[src/rtl/vend_pkg.sv]
// Shared vending-machine definitions: coin encoding, coin values and the
// change dispenser's state encoding.
package vend_pkg;

  // Coin codes on the actuator/collector buses.
  typedef enum logic [1:0] {
    COIN25  = 2'b00,
    COIN50  = 2'b01,
    COIN100 = 2'b10,
    NOCOIN  = 2'b11
  } coin_e;

  // Coin values in 25-paise units.
  localparam int unsigned COIN25_UNITS  = 1;
  localparam int unsigned COIN50_UNITS  = 2;
  localparam int unsigned COIN100_UNITS = 4;

  // Width of the acknowledge timer (timeouts up to 255 cycles).
  localparam int unsigned ACK_TMR_W = 8;

  typedef enum logic [2:0] {
    ST_IDLE,
    ST_SELECT,
    ST_DISPENSE,
    ST_DONE,
    ST_ERROR
  } disp_state_e;

  // Value of a coin code in 25p units; NOCOIN is worth nothing.
  function automatic int unsigned coin_units(coin_e c);
    case (c)
      COIN25:  return COIN25_UNITS;
      COIN50:  return COIN50_UNITS;
      COIN100: return COIN100_UNITS;
      default: return 0;
    endcase
  endfunction

endpackage

[src/rtl/change_dispenser_ack_timer.sv]
// Loadable saturating counter that measures how long a presented coin has
// waited for its acknowledge. expire_o flags the enabled cycle whose
// increment reaches LIMIT, so the owner can leave on that same edge.
module ack_timer #(
  parameter int unsigned LIMIT = 15,
  parameter int unsigned W     = 8
) (
  input  logic         clock,
  input  logic         reset,
  input  logic         clr_i,
  input  logic         load_i,
  input  logic [W-1:0] load_val_i,
  input  logic         en_i,
  output logic         expire_o
);

  logic [W-1:0] count_q;

  // Counter: clear beats load beats increment; holds once LIMIT is reached.
  always_ff @(posedge clock or negedge reset) begin
    // NOTE: sequential state uses non-blocking assignments so every register
    // samples the pre-edge values of its neighbours.
    if (!reset) begin
      count_q <= '0;
    end else if (clr_i) begin
      count_q <= '0;
    end else if (load_i) begin
      count_q <= load_val_i;
    end else if (en_i && (count_q != W'(LIMIT))) begin
      count_q <= count_q + W'(1);
    end
  end

  assign expire_o = en_i && (count_q >= W'(LIMIT - 1));

endmodule

[src/rtl/change_dispenser.sv]
// Change dispenser: pays an amount (in 25p units) out as a greedy sequence of
// coins over a valid/ack handshake to the coin-release actuator.
module change_dispenser
  import vend_pkg::*;
#(
  parameter int unsigned AMT_W       = 4,
  parameter int unsigned ACK_TIMEOUT = 15
) (
  input  logic             clock,
  input  logic             reset,
  input  logic             start_in,
  input  logic [AMT_W-1:0] amount_in,
  input  logic [2:0]       empty_in,
  input  logic             coin_ack_in,
  input  logic             clear_in,
  output logic [1:0]       coin_out,
  output logic             coin_valid_out,
  output logic             busy_out,
  output logic             done_out,
  output logic             err_out,
  output logic [AMT_W-1:0] remaining_out
);

  localparam logic [AMT_W-1:0] V25  = AMT_W'(COIN25_UNITS);
  localparam logic [AMT_W-1:0] V50  = AMT_W'(COIN50_UNITS);
  localparam logic [AMT_W-1:0] V100 = AMT_W'(COIN100_UNITS);

  disp_state_e      state_q;
  coin_e            coin_q;
  logic             valid_q;
  logic             busy_q;
  logic             done_q;
  logic             err_q;
  logic [AMT_W-1:0] rem_q;

  coin_e            sel_coin;
  logic             sel_ok;
  logic             tmr_clr;
  logic             tmr_en;
  logic             tmr_expire;

  // Greedy pick: largest stocked coin that does not exceed what is owed.
  always_comb begin
    // NOTE: every combinational output gets a default first, so no path
    // leaves it unassigned and no latch is inferred.
    sel_coin = NOCOIN;
    sel_ok   = 1'b0;
    if (!empty_in[2] && (rem_q >= V100)) begin
      sel_coin = COIN100;
      sel_ok   = 1'b1;
    end else if (!empty_in[1] && (rem_q >= V50)) begin
      sel_coin = COIN50;
      sel_ok   = 1'b1;
    end else if (!empty_in[0] && (rem_q >= V25)) begin
      sel_coin = COIN25;
      sel_ok   = 1'b1;
    end
  end

  // The timer restarts whenever a coin is loaded; an ack on the expiry edge
  // suppresses the count so the handshake wins.
  assign tmr_clr = (state_q == ST_SELECT);
  assign tmr_en  = (state_q == ST_DISPENSE) && !coin_ack_in;

  ack_timer #(
    .LIMIT (ACK_TIMEOUT),
    .W     (ACK_TMR_W)
  ) u_ack_timer (
    .clock      (clock),
    .reset      (reset),
    .clr_i      (tmr_clr),
    .load_i     (1'b0),
    .load_val_i ('0),
    .en_i       (tmr_en),
    .expire_o   (tmr_expire)
  );

  // Payout FSM with all outputs registered alongside the state.
  always_ff @(posedge clock or negedge reset) begin
    if (!reset) begin
      state_q <= ST_IDLE;
      coin_q  <= NOCOIN;
      valid_q <= 1'b0;
      busy_q  <= 1'b0;
      done_q  <= 1'b0;
      err_q   <= 1'b0;
      rem_q   <= '0;
    end else begin
      done_q <= 1'b0;
      case (state_q)
        ST_IDLE: begin
          if (start_in) begin
            rem_q   <= amount_in;
            busy_q  <= 1'b1;
            state_q <= ST_SELECT;
          end
        end
        ST_SELECT: begin
          if (rem_q == '0) begin
            done_q  <= 1'b1;
            state_q <= ST_DONE;
          end else if (sel_ok) begin
            coin_q  <= sel_coin;
            valid_q <= 1'b1;
            state_q <= ST_DISPENSE;
          end else begin
            coin_q  <= NOCOIN;
            err_q   <= 1'b1;
            state_q <= ST_ERROR;
          end
        end
        ST_DISPENSE: begin
          if (coin_ack_in) begin
            rem_q   <= rem_q - AMT_W'(coin_units(coin_q));
            coin_q  <= NOCOIN;
            valid_q <= 1'b0;
            state_q <= ST_SELECT;
          end else if (tmr_expire) begin
            coin_q  <= NOCOIN;
            valid_q <= 1'b0;
            err_q   <= 1'b1;
            state_q <= ST_ERROR;
          end
        end
        ST_DONE: begin
          busy_q  <= 1'b0;
          state_q <= ST_IDLE;
        end
        ST_ERROR: begin
          if (clear_in) begin
            rem_q   <= '0;
            err_q   <= 1'b0;
            busy_q  <= 1'b0;
            state_q <= ST_IDLE;
          end
        end
        default: begin
          state_q <= ST_IDLE;
        end
      endcase
    end
  end

  assign coin_out       = coin_q;
  assign coin_valid_out = valid_q;
  assign busy_out       = busy_q;
  assign done_out       = done_q;
  assign err_out        = err_q;
  assign remaining_out  = rem_q;

endmodule

[config.mk]
export PLATFORM = sky130hd
export DESIGN_NAME = change_dispenser
export DESIGN_NICKNAME = d
export VERILOG_FILES = /design/src/rtl/vend_pkg.sv /design/src/rtl/change_dispenser_ack_timer.sv /design/src/rtl/change_dispenser.sv
export SDC_FILE = /design/constraint.sdc
export NUM_CORES = 1
export LEC_CHECK = 0
export ABC_AREA = 1
export CORE_MARGIN = 1
export CORE_UTILIZATION = 48
export CTS_CLUSTER_DIAMETER = 100
export DETAILED_ROUTE_END_ITERATION = 8
export GPL_ROUTABILITY_DRIVEN = 0
export PLACE_DENSITY_LB_ADDON = 0.2
export SETUP_SLACK_MARGIN = 0.5
export SKIP_LAST_GASP = 1
export SYNTH_ARGS = -nofsm -noshare
export SYNTH_HDL_FRONTEND = slang
export SYNTH_SLANG_ARGS = --single-unit
[constraint.sdc]
create_clock -name clock -period 1.6 [get_ports clock]
set_input_delay 0.16 -clock clock [delete_from_list [all_inputs] [get_ports clock]]
set_output_delay 0.16 -clock clock [all_outputs]
set_load 0.01 [all_outputs]
# == After elaboration in Yosys (flattened, before gate mapping) ==
# Index checks and enable logic that the tools add are counted.
# word_totals
input_bits,12
out_inout_bits,10
elab_cells,96
regBits,21
# classes
magnitude_cmp,4
add_sub_neg,2
mux,42
reduce_logical,24
eq_ne,16
# ops
op,n
4-bit two-way mux,5
3-bit two-way mux,6
8-bit two-way mux,2
2-bit != test (second input constant),8
1-bit two-way mux,15
2-bit two-way mux,7
3-bit case mux with 4 select lines,1
4-bit case mux with 3 select lines,1
3-bit case mux with 3 select lines,1
3-bit AND reduction,3
3-bit nonzero test,3
8-bit by 1-bit adder with 8-bit output (second input constant),1
8-bit by 4-bit greater-or-equal comparator with 1-bit output (second input constant),1
8-bit by 4-bit != test with 1-bit output (second input constant),1
4-bit AND reduction,2
3-bit by 2-bit equality test with 1-bit output (second input constant),2
1-bit logical AND,6
1-bit case mux with 3 select lines,2
6-bit AND reduction,1
4-bit by 1-bit greater-or-equal comparator with 1-bit output (second input constant),1
4-bit by 2-bit greater-or-equal comparator with 1-bit output (second input constant),1
4-bit by 3-bit greater-or-equal comparator with 1-bit output (second input constant),1
1-bit zero test,4
4-bit zero test,1
11 further kinds,12

# == Logic depth before layout (Yosys ltp) ==
# Gate-level depths: netlist of the first run.
# logic_depth
depth_word,8
ltp_mapped,9
depth_no_buf,9

# == Hierarchy ==
# A second synthesis of the first run with hierarchy kept.
# hier_totals
cells_unflattened,210
area_unflattened_um2,1510.2
# modules_own_cells
mod,seq_area_each_um2,cells_per_inst,instances,area_each_um2
change_dispenser,327.8,124,1,924.6
ack_timer,200.2,86,1,585.6

# == Least setup slack after synthesis of the first run ==
# OpenSTA, ideal clock, no wires.
# synth_timing
kind,flip-flop to flip-flop
startpoint,register coin_q[0] (netlist: coin_out[0])
endpoint,register rem_q[3] (netlist: remaining_out[3])
t_required_ps,1481
slack_ps,-176
path_buffers,0
t_arrival_ps,1657
stages_incl_launch_ff,10
path_cell_list,dfstp_2 > inv_1 > or2_2 > ha_1 > nand3_1 > and2_0 > nor2_1 > nor2_1 > a21oi_1 > nor2_1
# synth_between
elab_chain_cells,7
word_cells_on_any_way,9
cone_classes,1 x add/sub; 2 x eq/ne; 5 x mux; 1 x reduce/logical
# synth_lines
element,line_no,rtl
from (decl),change_dispenser.sv:29,coin_e coin_q;
from (signal assigned),change_dispenser.sv:103,coin_q <= sel_coin;
2-bit equality test (tied with other cells),vend_pkg.sv:31,case (c)
3-bit case mux with 3 select lines *,vend_pkg.sv:31,
4-bit two-way mux *,change_dispenser.sv:113,if (coin_ack_in) begin
4-bit two-way mux *,change_dispenser.sv:90,case (state_q)
4-bit subtractor *,change_dispenser.sv:114,rem_q <= rem_q - AMT_W'(coin_units(coin_q));
4-bit two-way mux *,change_dispenser.sv:113,
4-bit case mux with 3 select lines *,change_dispenser.sv:90,
to (signal assigned),change_dispenser.sv:93,rem_q <= amount_in;
to (signal assigned),change_dispenser.sv:114,
to (decl),change_dispenser.sv:34,logic [AMT_W-1:0] rem_q;
# Mark *: on every way between the ends. The rest lies on a longest branch, timed or not. The select of a mux whose other input is x is not followed.
# A chain may end at the register's enable or synchronous reset.

# == Worst setup path in the final report of the first run ==
# Same ends and word-level chain as after synthesis.

==> impl_results.md, run 1 <==
- Setup violators final: 3
- Die Area: 3100 µm²
- Post-route ant nets: 0
- Synth top area share: 0.344
- Fillers: 159
- Crit-path max cell delay: approximately 570 ps
- CTS tree: yes
- Initial DRC Count: approximately 150
- Hold Vio Cnt, Final: 0
- First-pass GRT wire length: slightly below 7 mm
- Hold crit path type: in2async
- Yosys warning total: 0
- Crit path launch type: flip-flop
- Overall Power: 0.00422 W
- H-tree depth: 1
- Core area: 2730 µm²
- Clk buf depth: 2
- Fmax: 0.550 GHz
- Tcrit/Tclk final: 1.14
- GRT Util Overall: 0.278
- Worst slew pin tran: ~290 ps
- RSZ-0062 raised after global routing: yes
- I/O pin total: 22
- Net Sw Power: 0.00196 W
- Critical path class: reg2reg
- Post-CTS Hold Fix Bufs: 0
- CTS Sinks: 21
- Die Y: ~56 µm
- Max cap viols: 0
- CP dominant cell by count: nor2_1
- Hpwl dp: between 2 and 2.5 mm
- Worst-path clk slew: roughly 130 ps
- Clock root cell: clkbuf_4
- Final worst slack: -217 ps
- Syn avg cell area: ~7.1 µm²
- PortBufs: 21
- Distinct cells, synth: 25
- Inserted Diodes: 0
- CP Capture Type: flip-flop
- Synth-to-layout area growth: 65.0%
- Final min period: 1820 ps
- CP max-delay cell: dfstp_2
- Total grt overflow: 0
- Synth area leaders: dfrtp_1 34%, nand2_1 14%, inv_1 6.5%
- Required @ worst endpoint: 1820 ps
- Via count: 1622
- Biggest area consumer among synthesized cells: dfrtp_1
- Drt total wl: 4.76 mm
- Yosys reg bits: 21
- Syn_nets: 212
- Crit path cell chain: inv_2 -> or2_4 -> ha_1 -> nand3_1 -> and2_1 -> nor2_1 -> nor2_1 -> a21oi_1 -> nor2_1
- IR drop worst, VDD: 0.00163 V
- Initial antenna violation count: 0
- Num CTS Buffers: 3
- Sequential area share after synthesis: 0.382
- Power density cells: 1850 nW/µm²
- Die X: 55.7 µm
- Failing checks: negative setup slack
- Vias in the first global route: 1609
- Clock latency on the worst-skew pair: 320 ps
- Switching Fraction: 0.464
- DP Worst Slack: -135 ps
- Drt drc: 0
- Status: finished, violations left
- Final Max Tran Viols: 0
- Worst R2R Setup Slack: -220 ps
- Wire per inst: about 16 µm
- Skew final: 5.07 ps
- Initial Util: 0.506
- R2R Path End: remaining_out[3]$_DFFE_PN0P_
- Max-slew headroom: 0.805
- Vias per Instance: 5.50
- Num rows: 19
- Clock power share: 0.065
- Post-Syn Area: 1380 µm²
- Post-layout nets: ~280
- P_int: about 0.0023 W
- Crit path DAT: 2030 ps
- First-pass DRT Iterations: 4
- Lkg Pwr: about 1.1 nW
- Proportion of layout cells with a drive suffix above 1: 0.470
- Reg2Reg Depth: 9
- FF-to-FF Start: coin_out[0]$_DFFE_PN1P_
- Logic pwr share: 0.719
- Crit-path max FO: 2
- Register share of total power: 0.215
- Largest net degree at the start of global routing: 22
- Mapped Cells: 194
area by class of cell:
class                      count  area, µm²  share of cell area
multi-input combinational    142        973               0.427
timing repair buffer          67        596               0.261
sequential                    21        529               0.232
inverter                      30        118              0.0516
tap                           31       38.8              0.0170
clock buffer                   4       26.3              0.0115
synthesized netlist by cell type:
cell	number
nand4_1	6
nor3_1	2
o21a_1	1
dfrtp_1	19
xor2_1	1
nand3_1	16
a21oi_1	8
xnor2_1	1
or2_2	1
nand2_4	2
fa_1	1
nand3_4	1
buf_2	1
nor2_4	3
inv_1	24
o21ai_1	3
o21ai_0	14
nor2_2	1
nand2_2	1
ha_1	5
inv_2	6
nor2_1	23
dfstp_2	2
and2_0	1
nand2_1	51
kinds of logic after synthesis:
| kind of cell | share of synthesized area |
|---|---|
| buf+inv | 0.0851 |
| compound gates | 0.0959 |
| xor+xnor | 0.0127 |
| fa+ha+maj | 0.0597 |
| flops | 0.382 |
| simple gates | 0.365 |
metrics by stage:
stage / setup TNS [ps] / std cells / hold slack (ps) / cell area (µm²) / utilization
after global placement: -95.9 / 249 / 457 / 1710 / 0.624
after CTS: -272 / 286 / 180 / 2090 / 0.763
after global routing: -748 / 295 / 216 / 2280 / 0.834
final: -484 / 295 / 174 / 2280 / 0.834
after detailed placement: -160 / 249 / 471 / 1710 / 0.624
after floorplan: -118 / 194 / -136 / 1430 / -
power by group through the flow:
stage	registers, W	logic [W]	clock network [W]
final	0.000909	0.00304	0.000275
after global routing	0.000922	0.00330	0.000291
after CTS	0.000903	0.00238	0.000275
after detailed placement	0.000924	0.00183	0
after global placement	0.000912	0.00178	0
after floorplan	0.000952	0.00122	0
timing repair:
action | 4_1_cts | 5_1_grt
gates resized for setup | 68 | 39
endpoints found under the setup margin | 31 | 29
setup buffers | 33 | 9
gates cloned | 0 | 0
pin swaps | 24 | 20
registers in the layout (all words and copies together) (netlist names):
register and count:
coin_out 2, state_q 3, busy_out 1, remaining_out 4, coin_valid_out 1, done_out 1
u_ack_timer.count_q 8, err_out 1
worst max path at each step:
stage | startpoint | end | cells past startpoint
after floorplan | coin_out[0]$_DFFE_PN1P_ | remaining_out[3]$_DFFE_PN0P_ | 9
after global placement | coin_out[0]$_DFFE_PN1P_ | remaining_out[3]$_DFFE_PN0P_ | 9
after detailed placement | coin_out[0]$_DFFE_PN1P_ | remaining_out[3]$_DFFE_PN0P_ | 9
after CTS | coin_out[0]$_DFFE_PN1P_ | remaining_out[3]$_DFFE_PN0P_ | 9
after global routing | coin_out[0]$_DFFE_PN1P_ | remaining_out[3]$_DFFE_PN0P_ | 9
final | coin_out[0]$_DFFE_PN1P_ | remaining_out[3]$_DFFE_PN0P_ | 9
worst max-delay path: cells and delay by family, from the launching register on:
| kind | cells | cell delay (ps) |
|---|---|---|
| and+or+nand+nor | 6 | 710 |
| DFF | 1 | 570 |
| adders and majority gates | 1 | 280 |
| AOI/OAI and AO/OA | 1 | 120 |
| buffers and inverters | 1 | 40 |
metal layers:
layer / share of wire / GRT usage
met5: 0 / 0
met4: 0.038 / 0.154
met3: 0.037 / 0.0372
met2: 0.54 / 0.513
met1: 0.38 / 0.306
cells in the final DEF (no fill, tap or decap), types with 2 or more instances in the layout:
master            n
clkdlybuf4s50_1  12
nand2_8           4
inv_4             2
clkbuf_2          2
nand2_2           9
ha_1              2
inv_1            16
dfrtp_1          18
nand4_1           6
o21ai_2           8
buf_2             3
o21ai_1           8
buf_6            20
nor2_2            5
nand2_4           2
buf_4            30
nor2_4            8
nand2_1          39
ha_4              2
nor2_1           14
nand3_2           4
a21oi_1           7
nand3_1          11
nand3_4           2
inv_2            12
clkbuf_4          3
dfstp_2           2
(Power assumes the default switching activity.)
==> run 2, diff against run 1 <==
- CORE_UTILIZATION: 48 -> 30
==> run 2 against run 1 <==
- critical path depth unchanged
- sequential power increased by 3.6%
- the run still ends with negative setup slack left
- utilization decreased by 34 points
- register-to-register slack improved by 30 ps
==> impl_results.md, run 2 (synthesis results as in run 1) <==
- Tcrit/Tclk final: 1.12
- Fmax: 0.560 GHz
- Biggest register: u_ack_timer.count_q
- First-pass GRT wire length: 6.02 mm
- Hold Vio Cnt, Final: 0
- Crit path DAT: 1950 ps
- Proportion of layout cells with a drive suffix above 1: 0.422
- Vias in the first global route: ~1300
- Final worst slack: -187 ps
- Wire per inst: roughly 12 µm
- Drt total wl: 3.76 mm
- CP dominant cell by count: nor2_1
- Clock power share: 0.095
- Final Max Tran Viols: 0
- Power density cells: 1800 nW/µm²
- Logic pwr share: 0.663
- Critical path class: reg2reg
- Largest net degree at the start of global routing: 22
- PortBufs: 21
- Clock latency on the worst-skew pair: 270 ps
- Total grt overflow: 0
- Fillers: 434
- Clock root cell: clkbuf_8
- Crit path cell chain: inv_2 -> or2_4 -> ha_4 -> nand3_2 -> and2_4 -> nor2_2 -> nor2_1 -> a21oi_1 -> nor2_1
- Setup violators final: 3
- Die Area: just under 5000 µm²
- Status: finished, violations left
- Max cap viols: 0
- Initial Util: 0.315
- Initial antenna violation count: 0
- Max reg flops: 8
- Crit-path max FO: 3
- Die X: between 60 and 70 µm
- Core area: 4380 µm²
- Crit-path max cell delay: roughly 550 ps
- CTS Sinks: 21
- Hpwl dp: 2.44 mm
- Die Y: between 60 and 70 µm
- Final min period: about 1800 ps
- P_int: 0.00218 W
- Switching Fraction: 0.442
- Vias per Instance: 4.73
- IR drop worst, VDD: 0.000929 V
- Final cell area excluding filler cells: 2170 µm²
- Most frequent cells in the layout: 41 x nand2_1, 27 x buf_4, 19 x inv_1
- Clk buf depth: 2
- Post-CTS Hold Fix Bufs: 0
- Skew final: 2.66 ps
- CTS tree: yes
- Max-slew headroom: 0.800
- Required @ worst endpoint: between 1500 and 2000 ps
- Crit path launch type: flip-flop
- First-pass DRT Iterations: 4
- Commonest non-fill, non-tap cell in the layout: nand2_1
- Post-layout nets: 270
- Initial DRC Count: between 40 and 50
- Post-route ant nets: 0
- Drt drc: 0
- Worst slew pin tran: 301 ps
- Failing checks: negative setup slack
- Lkg Pwr: between 1 and 1.5 nW
- CP max-delay cell: dfstp_2
- Num CTS Buffers: 3
- Net Sw Power: between 0.0015 and 0.002 W
- Register share of total power: 0.241
- Hold crit path type: in2async
- Area of placed instances: 1760 µm²
- Synth-to-layout area growth: 56.7%
- Via count: 1434
- RSZ-0062 raised after global routing: yes
- GRT Util Overall: 0.156
- Inserted Diodes: 0
- Overall Power: 0.00390 W
- I/O pin total: 22
- H-tree depth: 1
- CP Capture Type: flip-flop
- Worst-path clk slew: about 80 ps
- Num rows: 24
[run 2: changes by cell type in the layout (fill, tap and decap cells not counted), moves of 3 or more]
| cell | before | now |
|---|---|---|
| inv_1 | 16 | 19 |
| clkbuf_4 | 3 | 0 |
| clkbuf_8 | 0 | 3 |
| buf_6 | 20 | 9 |
| dfrtp_2 | 1 | 5 |
| buf_4 | 30 | 27 |
| nand2_8 | 4 | 0 |
| clkdlybuf4s15_1 | 0 | 5 |
| nor2_2 | 5 | 9 |
| dfrtp_1 | 18 | 14 |
| nand2_4 | 2 | 5 |
[run 2: area by class of cell]
type                    instances  area, µm²  share of cell area
inverters                      30        115              0.0531
repair buffers                 54        482               0.222
multi-input cells             142        926               0.427
flip-flops and latches         21        534               0.247
well taps                      52       65.1              0.0300
clock buffers                   4       45.0              0.0208
[run 2: stage by stage]
stage / cells / worst slack [ps] / hold WS (ps) / utilization / setup TNS, ps
3_5_place_dp: 273 / -129 / 468 / 0.400 / -205
5_1_grt: 303 / -284 / 259 / 0.494 / -629
2_1_floorplan: 194 / -94.7 / -136 / - / -118
4_1_cts: 295 / -123 / 258 / 0.456 / -280
3_3_place_gp: 273 / -97.3 / 463 / 0.400 / -131
6_report: 303 / -187 / 245 / 0.494 / -333
[run 2: path summary, 6_finish.rpt]
kind | depth (start not counted) | slack (ps) | end | from
setup / recovery | 9 | -190 | remaining_out[3]$_DFFE_PN0P_ | coin_out[0]$_DFFE_PN1P_
min in group clock | 2 | 480 | err_out$_DFFE_PN0P_ | err_out$_DFFE_PN0P_
hold / removal | 2 | 240 | busy_out$_DFFE_PN0P_ | reset
max in group asynchronous | 2 | 1070 | coin_out[1]$_DFFE_PN1P_ | reset
setup reg to reg | 9 | -190 | remaining_out[3]$_DFFE_PN0P_ | coin_out[0]$_DFFE_PN1P_
hold reg to reg | 2 | 480 | err_out$_DFFE_PN0P_ | err_out$_DFFE_PN0P_
[run 2: worst max-delay path, delay by kind of cell (launching register included)]
family,cells,cell delay [ps]
buffers and inverters,1,40
AOI/OAI and AO/OA,1,150
DFF,1,550
and+or+nand+nor,6,670
adders and majority gates,1,260
[run 2: timing repair]
action                     in CTS  in global routing
setup buffers                  18                  8
setup endpoints to repair      31                 29
cloned                          0                  0
pin swaps                      16                 13
gates resized for setup        47                 34
[run 2: power groups by stage]
stage / Sequential, W / Combinational (W) / Clock, W
2_1_floorplan: 0.000952 / 0.00122 / 0
3_3_place_gp: 0.000924 / 0.00190 / 0
3_5_place_dp: 0.000933 / 0.00189 / 0
4_1_cts: 0.000921 / 0.00218 / 0.000382
5_1_grt: 0.000970 / 0.00285 / 0.000409
6_report: 0.000942 / 0.00259 / 0.000373
[run 2: layer usage]
| metal | track usage | part of all wire |
|---|---|---|
| met3 | 0.0390 | 0.041 |
| met1 | 0.183 | 0.42 |
| met2 | 0.286 | 0.53 |
| met4 | 0.0267 | 0.0093 |
| met5 | 0 | 0 |
